==> src/rtl/uart_pkg.sv <==
// Purpose: shared 8N1 UART definitions (receiver FSM states, frame shape, bit timing).
// Latency: n/a (types, constants and a constant function only).
// Backpressure: n/a.
package uart_pkg;

    typedef enum logic [1:0] {
        IDLE,
        START,
        DATA,
        STOP
    } rx_state_e;

    localparam int DATA_BITS = 8;
    localparam int STOP_BITS = 1;

    // Shared by transmitter and receiver so both ends agree on bit timing.
    function automatic int clks_per_bit(input int clk_freq, input int baud);
        return clk_freq / baud;
    endfunction

endpackage

==> src/rtl/uart_rx_fifo.sv <==
// Purpose: synchronous show-ahead FIFO; head entry is visible on dout_o while not empty.
// Latency: push visible on dout_o/empty_o one cycle after the push edge.
// Backpressure: push while full is accepted only alongside a pop, otherwise ignored.
// Ports: clk_i/rst_i (sync, active-high), push_i/din_i/full_o write side,
//        pop_i/dout_o/empty_o read side.
module uart_rx_fifo #(
    parameter int WIDTH = 8,
    parameter int DEPTH = 4
) (
    input  logic             clk_i,
    input  logic             rst_i,
    input  logic             push_i,
    input  logic [WIDTH-1:0] din_i,
    output logic             full_o,
    input  logic             pop_i,
    output logic [WIDTH-1:0] dout_o,
    output logic             empty_o
);

    localparam int AW = $clog2(DEPTH);
    typedef logic [AW-1:0] ptr_t;
    typedef logic [AW:0]   cnt_t;

    logic [WIDTH-1:0] mem_q [DEPTH];
    ptr_t wr_ptr_q, wr_ptr_d;
    ptr_t rd_ptr_q, rd_ptr_d;
    cnt_t count_q, count_d;
    logic do_push, do_pop;

    assign full_o  = (count_q == cnt_t'(DEPTH));
    assign empty_o = (count_q == '0);
    assign dout_o  = mem_q[rd_ptr_q];

    // Both decisions use start-of-cycle occupancy; a pop frees the slot a
    // full-FIFO push needs in the same cycle.
    assign do_pop  = pop_i && !empty_o;
    assign do_push = push_i && (!full_o || do_pop);

    assign wr_ptr_d = do_push ? wr_ptr_q + ptr_t'(1) : wr_ptr_q;
    assign rd_ptr_d = do_pop  ? rd_ptr_q + ptr_t'(1) : rd_ptr_q;
    assign count_d  = count_q + cnt_t'(do_push) - cnt_t'(do_pop);

    always_ff @(posedge clk_i) begin
        if (rst_i) begin
            wr_ptr_q <= '0;
            rd_ptr_q <= '0;
            count_q  <= '0;
            for (int i = 0; i < DEPTH; i++) begin
                mem_q[i] <= '0;
            end
        end else begin
            if (do_push) begin
                mem_q[wr_ptr_q] <= din_i;
            end
            wr_ptr_q <= wr_ptr_d;
            rd_ptr_q <= rd_ptr_d;
            count_q  <= count_d;
        end
    end

endmodule

==> src/rtl/uart_rx_buffered.sv <==
// Purpose: 8N1 UART receiver with mid-bit sampling, stop-bit check and a show-ahead byte FIFO.
// Latency: rx_valid_o rises 99 clocks after the rx_i falling edge (default params).
// Backpressure: consumer holds rx_ready_i low to keep bytes queued; a byte arriving
//               with the FIFO full and no pop is dropped and overrun_o pulses.
// Ports: clk_i, rst_i (sync, active-high), rx_i (async line), rx_data_o/rx_valid_o/
//        rx_ready_i (byte handshake), framing_err_o, overrun_o (1-cycle pulses), busy_o.
module uart_rx_buffered
    import uart_pkg::*;
#(
    parameter int CLK_FREQ     = 100_000,
    parameter int BAUD         = 9600,
    parameter int CLKS_PER_BIT = clks_per_bit(CLK_FREQ, BAUD),
    parameter int HALF_BIT     = CLKS_PER_BIT / 2,
    parameter int FIFO_DEPTH   = 4
) (
    input  logic                 clk_i,
    input  logic                 rst_i,
    input  logic                 rx_i,
    output logic [DATA_BITS-1:0] rx_data_o,
    output logic                 rx_valid_o,
    input  logic                 rx_ready_i,
    output logic                 framing_err_o,
    output logic                 overrun_o,
    output logic                 busy_o
);

    localparam int CW = $clog2(CLKS_PER_BIT);
    localparam int BW = $clog2(DATA_BITS);
    typedef logic [CW-1:0] cnt_t;
    typedef logic [BW-1:0] bit_t;

    logic                 sync1_q, rxs_q;
    rx_state_e            state_q, state_d;
    cnt_t                 cnt_q, cnt_d;
    bit_t                 bit_idx_q, bit_idx_d;
    logic [DATA_BITS-1:0] shift_q, shift_d;
    logic                 push_q, push_d;
    logic                 ferr_q, ferr_d;
    logic                 ovr_q, ovr_d;
    logic                 fifo_full, fifo_empty, pop;

    // Two-flop synchroniser; resets to the idle (high) line level.
    always_ff @(posedge clk_i) begin
        if (rst_i) begin
            sync1_q <= 1'b1;
            rxs_q   <= 1'b1;
        end else begin
            sync1_q <= rx_i;
            rxs_q   <= sync1_q;
        end
    end

    always_comb begin
        state_d   = state_q;
        cnt_d     = cnt_q;
        bit_idx_d = bit_idx_q;
        shift_d   = shift_q;
        push_d    = 1'b0;
        ferr_d    = 1'b0;
        unique case (state_q)
            IDLE: begin
                if (!rxs_q) begin
                    state_d   = START;
                    cnt_d     = '0;
                    bit_idx_d = '0;
                end
            end
            START: begin
                if (cnt_q == cnt_t'(HALF_BIT - 1)) begin
                    // Still low at mid start bit: real frame. High: glitch, drop silently.
                    if (!rxs_q) begin
                        state_d   = DATA;
                        cnt_d     = '0;
                        bit_idx_d = '0;
                    end else begin
                        state_d = IDLE;
                    end
                end else begin
                    cnt_d = cnt_q + cnt_t'(1);
                end
            end
            DATA: begin
                if (cnt_q == cnt_t'(CLKS_PER_BIT - 1)) begin
                    cnt_d            = '0;
                    shift_d[bit_idx_q] = rxs_q;
                    if (bit_idx_q == bit_t'(DATA_BITS - 1)) begin
                        state_d = STOP;
                    end else begin
                        bit_idx_d = bit_idx_q + bit_t'(1);
                    end
                end else begin
                    cnt_d = cnt_q + cnt_t'(1);
                end
            end
            STOP: begin
                // Leaving at mid stop bit lets the next start edge be caught
                // even with zero idle time between frames.
                if (cnt_q == cnt_t'(CLKS_PER_BIT - 1)) begin
                    cnt_d   = '0;
                    state_d = IDLE;
                    if (rxs_q) begin
                        push_d = 1'b1;
                    end else begin
                        ferr_d = 1'b1;
                    end
                end else begin
                    cnt_d = cnt_q + cnt_t'(1);
                end
            end
            default: state_d = IDLE;
        endcase
    end

    assign pop   = rx_valid_o && rx_ready_i;
    // Registered push reaches the FIFO one cycle after the stop sample, so the
    // overrun decision is made in that same cycle.
    assign ovr_d = push_q && fifo_full && !pop;

    always_ff @(posedge clk_i) begin
        if (rst_i) begin
            state_q   <= IDLE;
            cnt_q     <= '0;
            bit_idx_q <= '0;
            shift_q   <= '0;
            push_q    <= 1'b0;
            ferr_q    <= 1'b0;
            ovr_q     <= 1'b0;
        end else begin
            state_q   <= state_d;
            cnt_q     <= cnt_d;
            bit_idx_q <= bit_idx_d;
            shift_q   <= shift_d;
            push_q    <= push_d;
            ferr_q    <= ferr_d;
            ovr_q     <= ovr_d;
        end
    end

    // shift_q is not touched again until the next frame's first data sample,
    // so it is still the completed byte when push_q is high.
    uart_rx_fifo #(
        .WIDTH (DATA_BITS),
        .DEPTH (FIFO_DEPTH)
    ) u_fifo (
        .clk_i   (clk_i),
        .rst_i   (rst_i),
        .push_i  (push_q),
        .din_i   (shift_q),
        .full_o  (fifo_full),
        .pop_i   (pop),
        .dout_o  (rx_data_o),
        .empty_o (fifo_empty)
    );

    assign rx_valid_o    = !fifo_empty;
    assign framing_err_o = ferr_q;
    assign overrun_o     = ovr_q;
    assign busy_o        = (state_q != IDLE);

endmodule

==> config.mk <==
export PLATFORM = sky130hd
export DESIGN_NAME = uart_rx_buffered
export DESIGN_NICKNAME = d
export VERILOG_FILES = /design/src/rtl/uart_pkg.sv /design/src/rtl/uart_rx_fifo.sv /design/src/rtl/uart_rx_buffered.sv
export SDC_FILE = /design/constraint.sdc
export NUM_CORES = 1
export LEC_CHECK = 0
export BUFFER_PORTS_ARGS = -buffer_cell sky130_fd_sc_hd__buf_2
export CAP_MARGIN = 20
export CORE_UTILIZATION = 65
export DETAILED_ROUTE_END_ITERATION = 16
export PLACE_DENSITY = 0.84
export SLEW_MARGIN = 20
export SYNTH_ARGS = -nofsm -noshare
export SYNTH_HDL_FRONTEND = slang
export SYNTH_SLANG_ARGS = --single-unit
==> constraint.sdc <==
create_clock -name clk_i -period 5.2 [get_ports clk_i]
set_input_delay 1.04 -clock clk_i [delete_from_list [all_inputs] [get_ports clk_i]]
set_output_delay 1.04 -clock clk_i [all_outputs]
set_load 0.02 [all_outputs]
==> results.cfg, run 1 <==
[grt]
grt_pass1_wl_um = 8730
grt_usage_pct = 23.3
grt_max_degree = 43
grt_pass1_vias = 1826
overflow = 0
antenna_found_initial = 0

[floorplanning]
die_y_um = 70.2
fp.dieW_um = 70.2
rows = 24
dieArea_sq_um = 4930
core_area_sq_um = 4410
ios = 16
initial_core_util_pct = 68.5

[detailed_routing]
vias = 1921
routed_wirelength_um = 5260
ant_nets = 0
viasPerCell = 5.93
drc = 0
drt-pass1-iter-count = 4
drtIter0Drc = 163
wl_per_cell_um = 16.2

[run_status]
status = finished clean

[logic_synthesis]
ys_seq_area_share_pct = 52.3
yosys.cell_count.top_type = and2_1
syn_area_sq_um = 3020
ys_warn_count = 0
synth_cell_types = 52
syn_area_per_cell_sq_um = 11.9
yosys.area.top_type_share_pct = 31.8
ys_async_sr_fraction_pct = 0
syn_inst = 255
synth-seq-cells = 63
synth_common_cells = and2_1 (33), edfxtp_1 (32), dfxtp_1 (31), nand2b_1 (14), nor2_1 (14)
ys.flop_type = edfxtp_1
synthTopCellsByArea = edfxtp_1 (32%), dfxtp_1 (21%), and2_1 (6.8%)
yosysTopAreaCell = edfxtp_1
synth-edff-count = 32
synth_nets = 267

[sta]
hold_slack_ps = 421
fin_crit_ps = 2770
relSlewSlack_pct = 55.1
final.setup.tns_ps = 0
period_share_pct = 53.2
hold_viol = 0
max_freq_mhz = 361
slew_violations = 0
setup_viol = 0
tightestPinTransition_ps = 668
rsz0062_at_grt = false
fin_skew_ps = 6.34

[cts]
post-cts-setup-buffer-count = 0
htree_levels = 3
clk_path_buf_depth = 2
root_buffer = clkbuf_8
holdBufCountCts = 0
cts.sinks = 63
cts_made_buffers = 9
clk_latency_ps = 320
clkTransAtPathRegs_ps = 60
cts_tree = done
ctsResizeCount = 0

[finish]
drive_gt1_share_pct = 16.2
fill_cells = 330
n_antenna_cell = 0
post-route-util_pct = 74.2
areaGrowthSynthToFinish_pct = 8.40
nets = 279

[critical_path]
setup.worst_path.end = rx_data_o[1]
cp_max_fo = 8
crit_path_end_kind = primary output
r2r_slack_ps = 3010
rr_worst_depth = 9
critPathKind = reg -> out
worst_ep_required_time_ps = 4160
start_kind = flip-flop
worst_r2r_endpoint = u_fifo.count_q[2]
r2r_start = u_fifo.count_q[1]
arrival_ps = 1730

[place]
hpwl_um = 3640
io_buffers = 15
gp_congestion = 0.757

[job]
drv_cap = 0

[pwr]
power.static_leakage_nw = 1.24
pwr_density_cell_nw_per_um2 = 360
peakVddDrop_uv = 199

[worst_hold_path]
min_path_type = reg -> reg
## final cells by class
class / instances / area, sq um / share of cell area [%]
inverter: 10 / 37.5 / 1.15
tap: 52 / 65.1 / 1.99
multi-input combinational: 168 / 1350 / 41.1
clock inverter: 1 / 5.00 / 0.153
clock buffer: 15 / 166 / 5.08
timing repair buffer: 15 / 75.1 / 2.29
sequential: 63 / 1580 / 48.3
## critical path: stages (launching register included)
cell     delay, ps
dfxtp_1        640
mux4_2         580
buf_2          180
## how the worst min path moves through the flow
stage                     startpoint  endpoint  slack, ps  cells after the start
final                        sync1_q     rxs_q        420                      1
after global routing         sync1_q     rxs_q        430                      1
after CTS                    sync1_q     rxs_q        430                      1
after detailed placement     sync1_q     rxs_q        410                      1
after global placement       sync1_q     rxs_q        400                      1
after floorplan              sync1_q     rxs_q        390                      1
## report_power, final
part | total [mW] | leakage, nW | internal (mW) | switching (mW)
combinational | 0.209 | 0.574 | 0.106 | 0.104
clock | 0.370 | 0.0877 | 0.199 | 0.170
sequential | 0.602 | 0.582 | 0.552 | 0.0497
## sequential cells by signal (all words and copies together) (netlist names), named ones only
| register | count |
|---|---|
| u_fifo.mem_q | 32 |
| state_q | 1 |
| bit_idx_q | 3 |
| shift_q | 8 |
| u_fifo.rd_ptr_q | 2 |
| cnt_q | 4 |
| rxs_q | 1 |
| u_fifo.count_q | 3 |
| sync1_q | 1 |
| u_fifo.wr_ptr_q | 2 |
| push_q | 1 |
| overrun_o | 1 |
| framing_err_o | 1 |
## per-layer routing
layer / share of wire, % / global-route usage (%) / wire length (um)
met1: 45 / 31.1 / 2390
met2: 49 / 37.4 / 2600
met3: 3.8 / 5.19 / 199
met4: 1.3 / 9.11 / 68
met5: 0 / 0 / 0
## logic make-up after synthesis
family / share of synthesized area (%)
adder cells (fa/ha/maj): 3.56
flip-flops: 52.3
AND/OR/NAND/NOR: 24.5
buffers and inverters: 3.15
AO/OA/AOI/OAI: 6.66
multiplexers: 8.98
XOR/XNOR: 0.869
## placed cells by master, fill, tap and decap left out, types with 2 or more instances in the layout
cell type and n:
ha_1 7, nor2b_1 4, mux2i_1 8, nor4_2 2, nand2_1 6, a211o_1 3
or3_1 2, buf_2 15, o21ai_0 3, nand4_1 3, clkbuf_1 4, or2_1 4
xor2_1 2, nor3b_1 2, or4b_1 2, edfxtp_1 32, nand3_1 6, o21a_1 2
mux4_2 8, nand2b_1 14, inv_1 10, nor2_1 14, nor3_1 4, clkbuf_8 11
and2_1 33, nand4b_1 2, dfxtp_1 31, or4_1 4, o311ai_0 3, or2_2 2
and3b_1 3, a21oi_1 4, o311ai_1 2
## per-stage QoR
step	worst slack, ps	area, sq um	power [mW]	cells
after floorplan	2670	3020	0.773	255
after global placement	2330	3110	0.817	308
after detailed placement	2150	3110	0.825	308
after CTS	2390	3280	1.19	324
after global routing	2330	3280	1.24	324
final	2430	3280	1.18	324
(Power assumes the default switching activity.)
==> inputs of run 2 (changes only) <==
--- a/config.mk
+++ b/config.mk
@@ -7,9 +7,9 @@
 export LEC_CHECK = 0
 export BUFFER_PORTS_ARGS = -buffer_cell sky130_fd_sc_hd__buf_2
 export CAP_MARGIN = 20
-export CORE_UTILIZATION = 65
+export CORE_UTILIZATION = 60
 export DETAILED_ROUTE_END_ITERATION = 16
-export PLACE_DENSITY = 0.84
+export PLACE_DENSITY = 0.78
 export SLEW_MARGIN = 20
 export SYNTH_ARGS = -nofsm -noshare
 export SYNTH_HDL_FRONTEND = slang
==> constraint.sdc (replaced) <==
create_clock -name clk_i -period 2.6 [get_ports clk_i]
set_input_delay 0.52 -clock clk_i [delete_from_list [all_inputs] [get_ports clk_i]]
set_output_delay 0.52 -clock clk_i [all_outputs]
set_load 0.02 [all_outputs]
==> run 2 against run 1 <==
Cell area grew 2.3%; sequential share of layout area down 1.1 points; hold slack got worse by 52 ps; die area is 8.1% higher; register-to-register slack worse by 2600 ps; critical path depth unchanged; via count fell by 0.52%; routed wire length down 0.97%; first-iteration DRC count is 49% lower; core utilization is 4.2 points lower; total power is 110% higher.
==> results.cfg, run 2 (synthesis gave the netlist of run 1 again) <==
[worst_hold_path]
min_path_type = in -> reg

[finish]
final_cells = 341
mostFrequentLayoutCell = and2_1
largest_register_ff_count = 32
drive_gt1_share_pct = 18.2
reg_top3 = u_fifo.mem_q x32, shift_q x8, cnt_q x4
nets = 281
final_cell_mix = and2_1 (33), edfxtp_1 (32), dfxtp_1 (31)
n_antenna_cell = 0
top_register = u_fifo.mem_q
areaGrowthSynthToFinish_pct = 10.8

[detailed_routing]
wl_per_cell_um = 15.3
routed_wirelength_um = 5210
drc = 0
viasPerCell = 5.60
drtIter0Drc = 83
drt-pass1-iter-count = 4
ant_nets = 0
vias = 1911

[critical_path]
crit_path_end_kind = primary output
worst_ep_required_time_ps = 2080
crit_chain = mux4_2 -> buf_2
critPathKind = reg -> out
arrival_ps = 1750
cp_max_fo = 8
critPathSlowestCell = dfxtp_1
start_kind = flip-flop
slowest_delay_ps = 650

[grt]
grt_pass1_vias = 1826
met1_usage_pct = 30.0
grt_usage_pct = 23.1
grt_max_degree = 42
grtUsageMet3_pct = 8.01
antenna_found_initial = 0
overflow = 0
use_met2_pct = 35.7
grt-busiest-layer = met2
grt_pass1_wl_um = 8860

[cts]
htree_levels = 3
cts.sinks = 63
clk_path_buf_depth = 2
cts_made_buffers = 9
ctsResizeCount = 0
cts_tree = done
post-cts-setup-buffer-count = 0
clk_latency_ps = 340
root_buffer = clkbuf_8
holdBufCountCts = 0
clkTransAtPathRegs_ps = 70

[pwr]
peakVddDrop_uv = 404
pwr_density_cell_nw_per_um2 = 755
power.total_mw = 2.53
power.static_leakage_nw = 1.27

[sta]
setup_viol = 0
period_share_pct = 87.2
tightestPinTransition_ps = 579
rsz0062_at_grt = false
fin_crit_ps = 2270
max_freq_mhz = 441
slew_violations = 0
fin_skew_ps = 9.52
final.setup.tns_ps = 0
hold_viol = 0
relSlewSlack_pct = 61.1

[place]
gp_congestion = 0.776
placedCellCount = 325
hpwl_um = 3590
io_buffers = 15

[floorplanning]
ios = 16
fp.dieW_um = 73.0
die_y_um = 73.0
initial_core_util_pct = 63.2
rows = 25
dieArea_sq_um = 5330
core_area_sq_um = 4790

[job]
drv_cap = 0

[run_status]
status = finished clean
[run 2: changes by cell type in the layout (fill, tap and decap cells not counted)]
| cell | delta |
|---|---|
| buf_4 | +2 |
| bufinv_16 | +2 |
| clkbuf_1 | -4 |
| clkbuf_8 | -2 |
| clkinv_2 | +3 |
| clkinvlp_4 | +1 |
[run 2: critical path, delay by kind of cell, from the launching register on]
kind,cells,cell delay [ps]
buf+inv,1,170
mux,1,580
flops,1,650
[run 2: power by group]
group	internal [mW]	switching, mW
combinational	0.214	0.210
sequential	1.10	0.0971
clock	0.532	0.374
[run 2: layout make-up]
cell class                 instances  area (sq um)
sequential                        63          1580
fill                             359          1440
clock buffer                       9           124
multi-input combinational        168          1350
inverter                          10          37.5
tap                               67          83.8
timing repair buffer              17          90.1
clock inverter                     7          87.6
[run 2: path summary, 6_finish.rpt]
kind | from | to | slack (ps) | cells past startpoint
max | flip-flop | rx_data_o[6] | 330 | 2
min | rx_i | sync1_q | 370 | 2
max reg2reg | u_fifo.count_q[1] | u_fifo.count_q[2] | 420 | 9
min reg2reg | sync1_q | rxs_q | 420 | 1
[run 2: layer usage]
| metal | wire, um | vias up |
|---|---|---|
| met4 | 64 | 0 |
| li1 | - | 962 |
| met3 | 231 | 9 |
| met5 | 0 | - |
| met2 | 2460 | 38 |
| met1 | 2450 | 902 |
[run 2: through the flow]
step / utilization, % / area [sq um] / hold WS (ps) / setup slack [ps]
6_report: 70.0 / 3350 / 370 / 334
5_1_grt: 70.0 / 3350 / 354 / 203
4_1_cts: 70.0 / 3350 / 359 / 287
3_5_place_dp: 65.6 / 3140 / 419 / 358
3_3_place_gp: 65.6 / 3140 / 393 / 406
2_1_floorplan: - / 3020 / 389 / 534
==> inputs of run 3 (changes only) <==
--- a/config.mk
+++ b/config.mk
@@ -7,9 +7,9 @@
 export LEC_CHECK = 0
 export BUFFER_PORTS_ARGS = -buffer_cell sky130_fd_sc_hd__buf_2
 export CAP_MARGIN = 20
-export CORE_UTILIZATION = 60
+export CORE_UTILIZATION = 54
 export DETAILED_ROUTE_END_ITERATION = 16
-export PLACE_DENSITY = 0.78
+export PLACE_DENSITY = 0.75
 export SLEW_MARGIN = 20
 export SYNTH_ARGS = -nofsm -noshare
 export SYNTH_HDL_FRONTEND = slang
==> constraint.sdc (replaced) <==
create_clock -name clk_i -period 2 [get_ports clk_i]
set_input_delay 0.4 -clock clk_i [delete_from_list [all_inputs] [get_ports clk_i]]
set_output_delay 0.4 -clock clk_i [all_outputs]
set_load 0.02 [all_outputs]
==> run 3 against run 2 <==
Clock power up 14%; routed wire length is 7.3% higher; global-route usage is 1.9 points lower; combinational power grew 78%; critical path type is now reg -> reg.
==> results.cfg, run 3 (synthesis gave the netlist of run 1 again) <==
[finish]
areaGrowthSynthToFinish_pct = 12.9
fill_cells = 413
regArea_sq_um = 1580
nets = 291
multi_input_comb_area_sq_um = 1360
n_antenna_cell = 0
mostFrequentLayoutCell = and2_1
final_cell_mix = and2_1 (33), edfxtp_1 (32), dfxtp_1 (29)
drive_gt1_share_pct = 21.8
final_cells = 354
fin_area_sq_um = 3410
top_register = u_fifo.mem_q
reg_top3 = u_fifo.mem_q x32, shift_q x8, cnt_q x4
largest_register_ff_count = 32

[floorplanning]
rows = 26
core_area_sq_um = 5240
ios = 16
dieArea_sq_um = 5900
die_y_um = 76.8
fp.dieW_um = 76.8
initial_core_util_pct = 57.7

[sta]
fin_crit_ps = 1970
fin_skew_ps = 8.05
worst_slack_ps = 25.7
rsz0062_at_grt = true
slew_violations = 0
hold_viol = 0
max_freq_mhz = 507
setup_viol = 0
period_share_pct = 98.7
relSlewSlack_pct = 60.7
tightestPinTransition_ps = 584
final.setup.tns_ps = 0
hold_slack_ps = 258

[run_status]
status = finished clean

[place]
gp_congestion = 0.721
hpwl_um = 3930
pre_cts_ws_ps = -51.5
io_buffers = 15
place_area_sq_um = 3210
placedCellCount = 337

[cts]
htree_levels = 3
cts_tree = done
holdBufCountCts = 0
root_buffer = clkbuf_8
clk_path_buf_depth = 2
cts_made_buffers = 9
clkTransAtPathRegs_ps = 70
cts.sinks = 63
clk_latency_ps = 330

[critical_path]
slowest_delay_ps = 320
critPathSlowestCell = dfxtp_2
crit_path_end_kind = flip-flop
arrival_ps = 2180
worst_ep_required_time_ps = 2210
startpoint = u_fifo.count_q[1]
crit_chain = o31a_1 -> ha_1 -> inv_1 -> ha_2 -> inv_2 -> fa_2 -> xor2_1 -> and2_1 -> nor3_2
critPathKind = reg -> reg
start_kind = flip-flop
r2r_slack_ps = 30
cp_max_fo = 2
r2r_start = u_fifo.count_q[1]

[detailed_routing]
drc = 0
routed_wirelength_um = 5590
drt-pass1-iter-count = 4
vias = 1974
ant_nets = 0
drtIter0Drc = 85
wl_per_cell_um = 15.8
viasPerCell = 5.58

[grt]
grt_pass1_wl_um = 9520
grt_max_degree = 42
grt_pass1_vias = 1871
grt_usage_pct = 21.2
overflow = 0
antenna_found_initial = 0

[worst_hold_path]
min_path_type = in -> reg
min-delay-start = rx_i

[pwr]
clkPwrFrac_pct = 31.4
internal_power_mw = 2.37
pwr_density_cell_nw_per_um2 = 960
netSwitchingPower_uw = 910
comb_power_share_pct = 23.0
power.static_leakage_nw = 1.31
p_sw_share_pct = 27.7
peakVddDrop_uv = 543
pwr-share-seq_pct = 45.7

[job]
drv_cap = 0
-- run 3: cell count changes in the layout (fill, tap and decap cells not counted), moves of 2 or more --
cell	before	now
clkinv_1	0	3
dfxtp_1	31	29
clkinv_2	4	2
buf_4	2	11
dfxtp_2	0	2
-- run 3: routing by layer --
metal  part of all wire, %  vias up  GRT usage [%]  wire length (um)
li1                      -      980              -                 -
met1                    47      963           27.6              2650
met2                    49       23           34.7              2760
met3                   2.0        8           5.00               111
met4                   1.2        0           6.92                67
met5                     0        -              0                 0
-- run 3: worst max-delay path: cells and delay by family (launching register included) --
kind | cells | cell delay, ps
fa+ha+maj | 3 | 770
compound gates | 1 | 310
flops | 1 | 320
xor+xnor | 1 | 160
buf+inv | 2 | 100
simple gates | 2 | 200
-- run 3: area by class of cell --
type                       instances  share of cell area [%]
clock buffer                      10                    3.74
sequential                        63                    46.4
multi-input combinational        168                    39.7
tap                               70                    2.57
timing repair buffer              27                    4.95
inverter                          10                    1.10
clock inverter                     6                    1.50
-- run 3: final timing paths --
check,endpoint,cells past startpoint
min,sync1_q,2
max reg2reg,u_fifo.count_q[2],9
min reg2reg,rxs_q,1
max,u_fifo.count_q[2],9
-- run 3: timing repair --
item | 4_1_cts | 5_1_grt
buffers inserted | 1 | 0
resized for setup | 3 | 2
setup endpoints to repair | 1 | 21
pin swaps | 5 | 2
-- run 3: power by group through the flow --
stage	Combinational [mW]	Clock, mW	Sequential, mW
after global routing	0.827	1.10	1.51
after detailed placement	0.725	0	1.52
final	0.752	1.03	1.50
after floorplan	0.497	0	1.52
after global placement	0.710	0	1.52
after CTS	0.742	1.04	1.50
-- run 3: per-stage QoR --
step | total power [mW] | util (%)
3_3_place_gp | 2.22 | 61.4
6_report | 3.28 | 65.2
2_1_floorplan | 2.02 | -
4_1_cts | 3.28 | 65.0
5_1_grt | 3.43 | 65.2
3_5_place_dp | 2.25 | 61.4
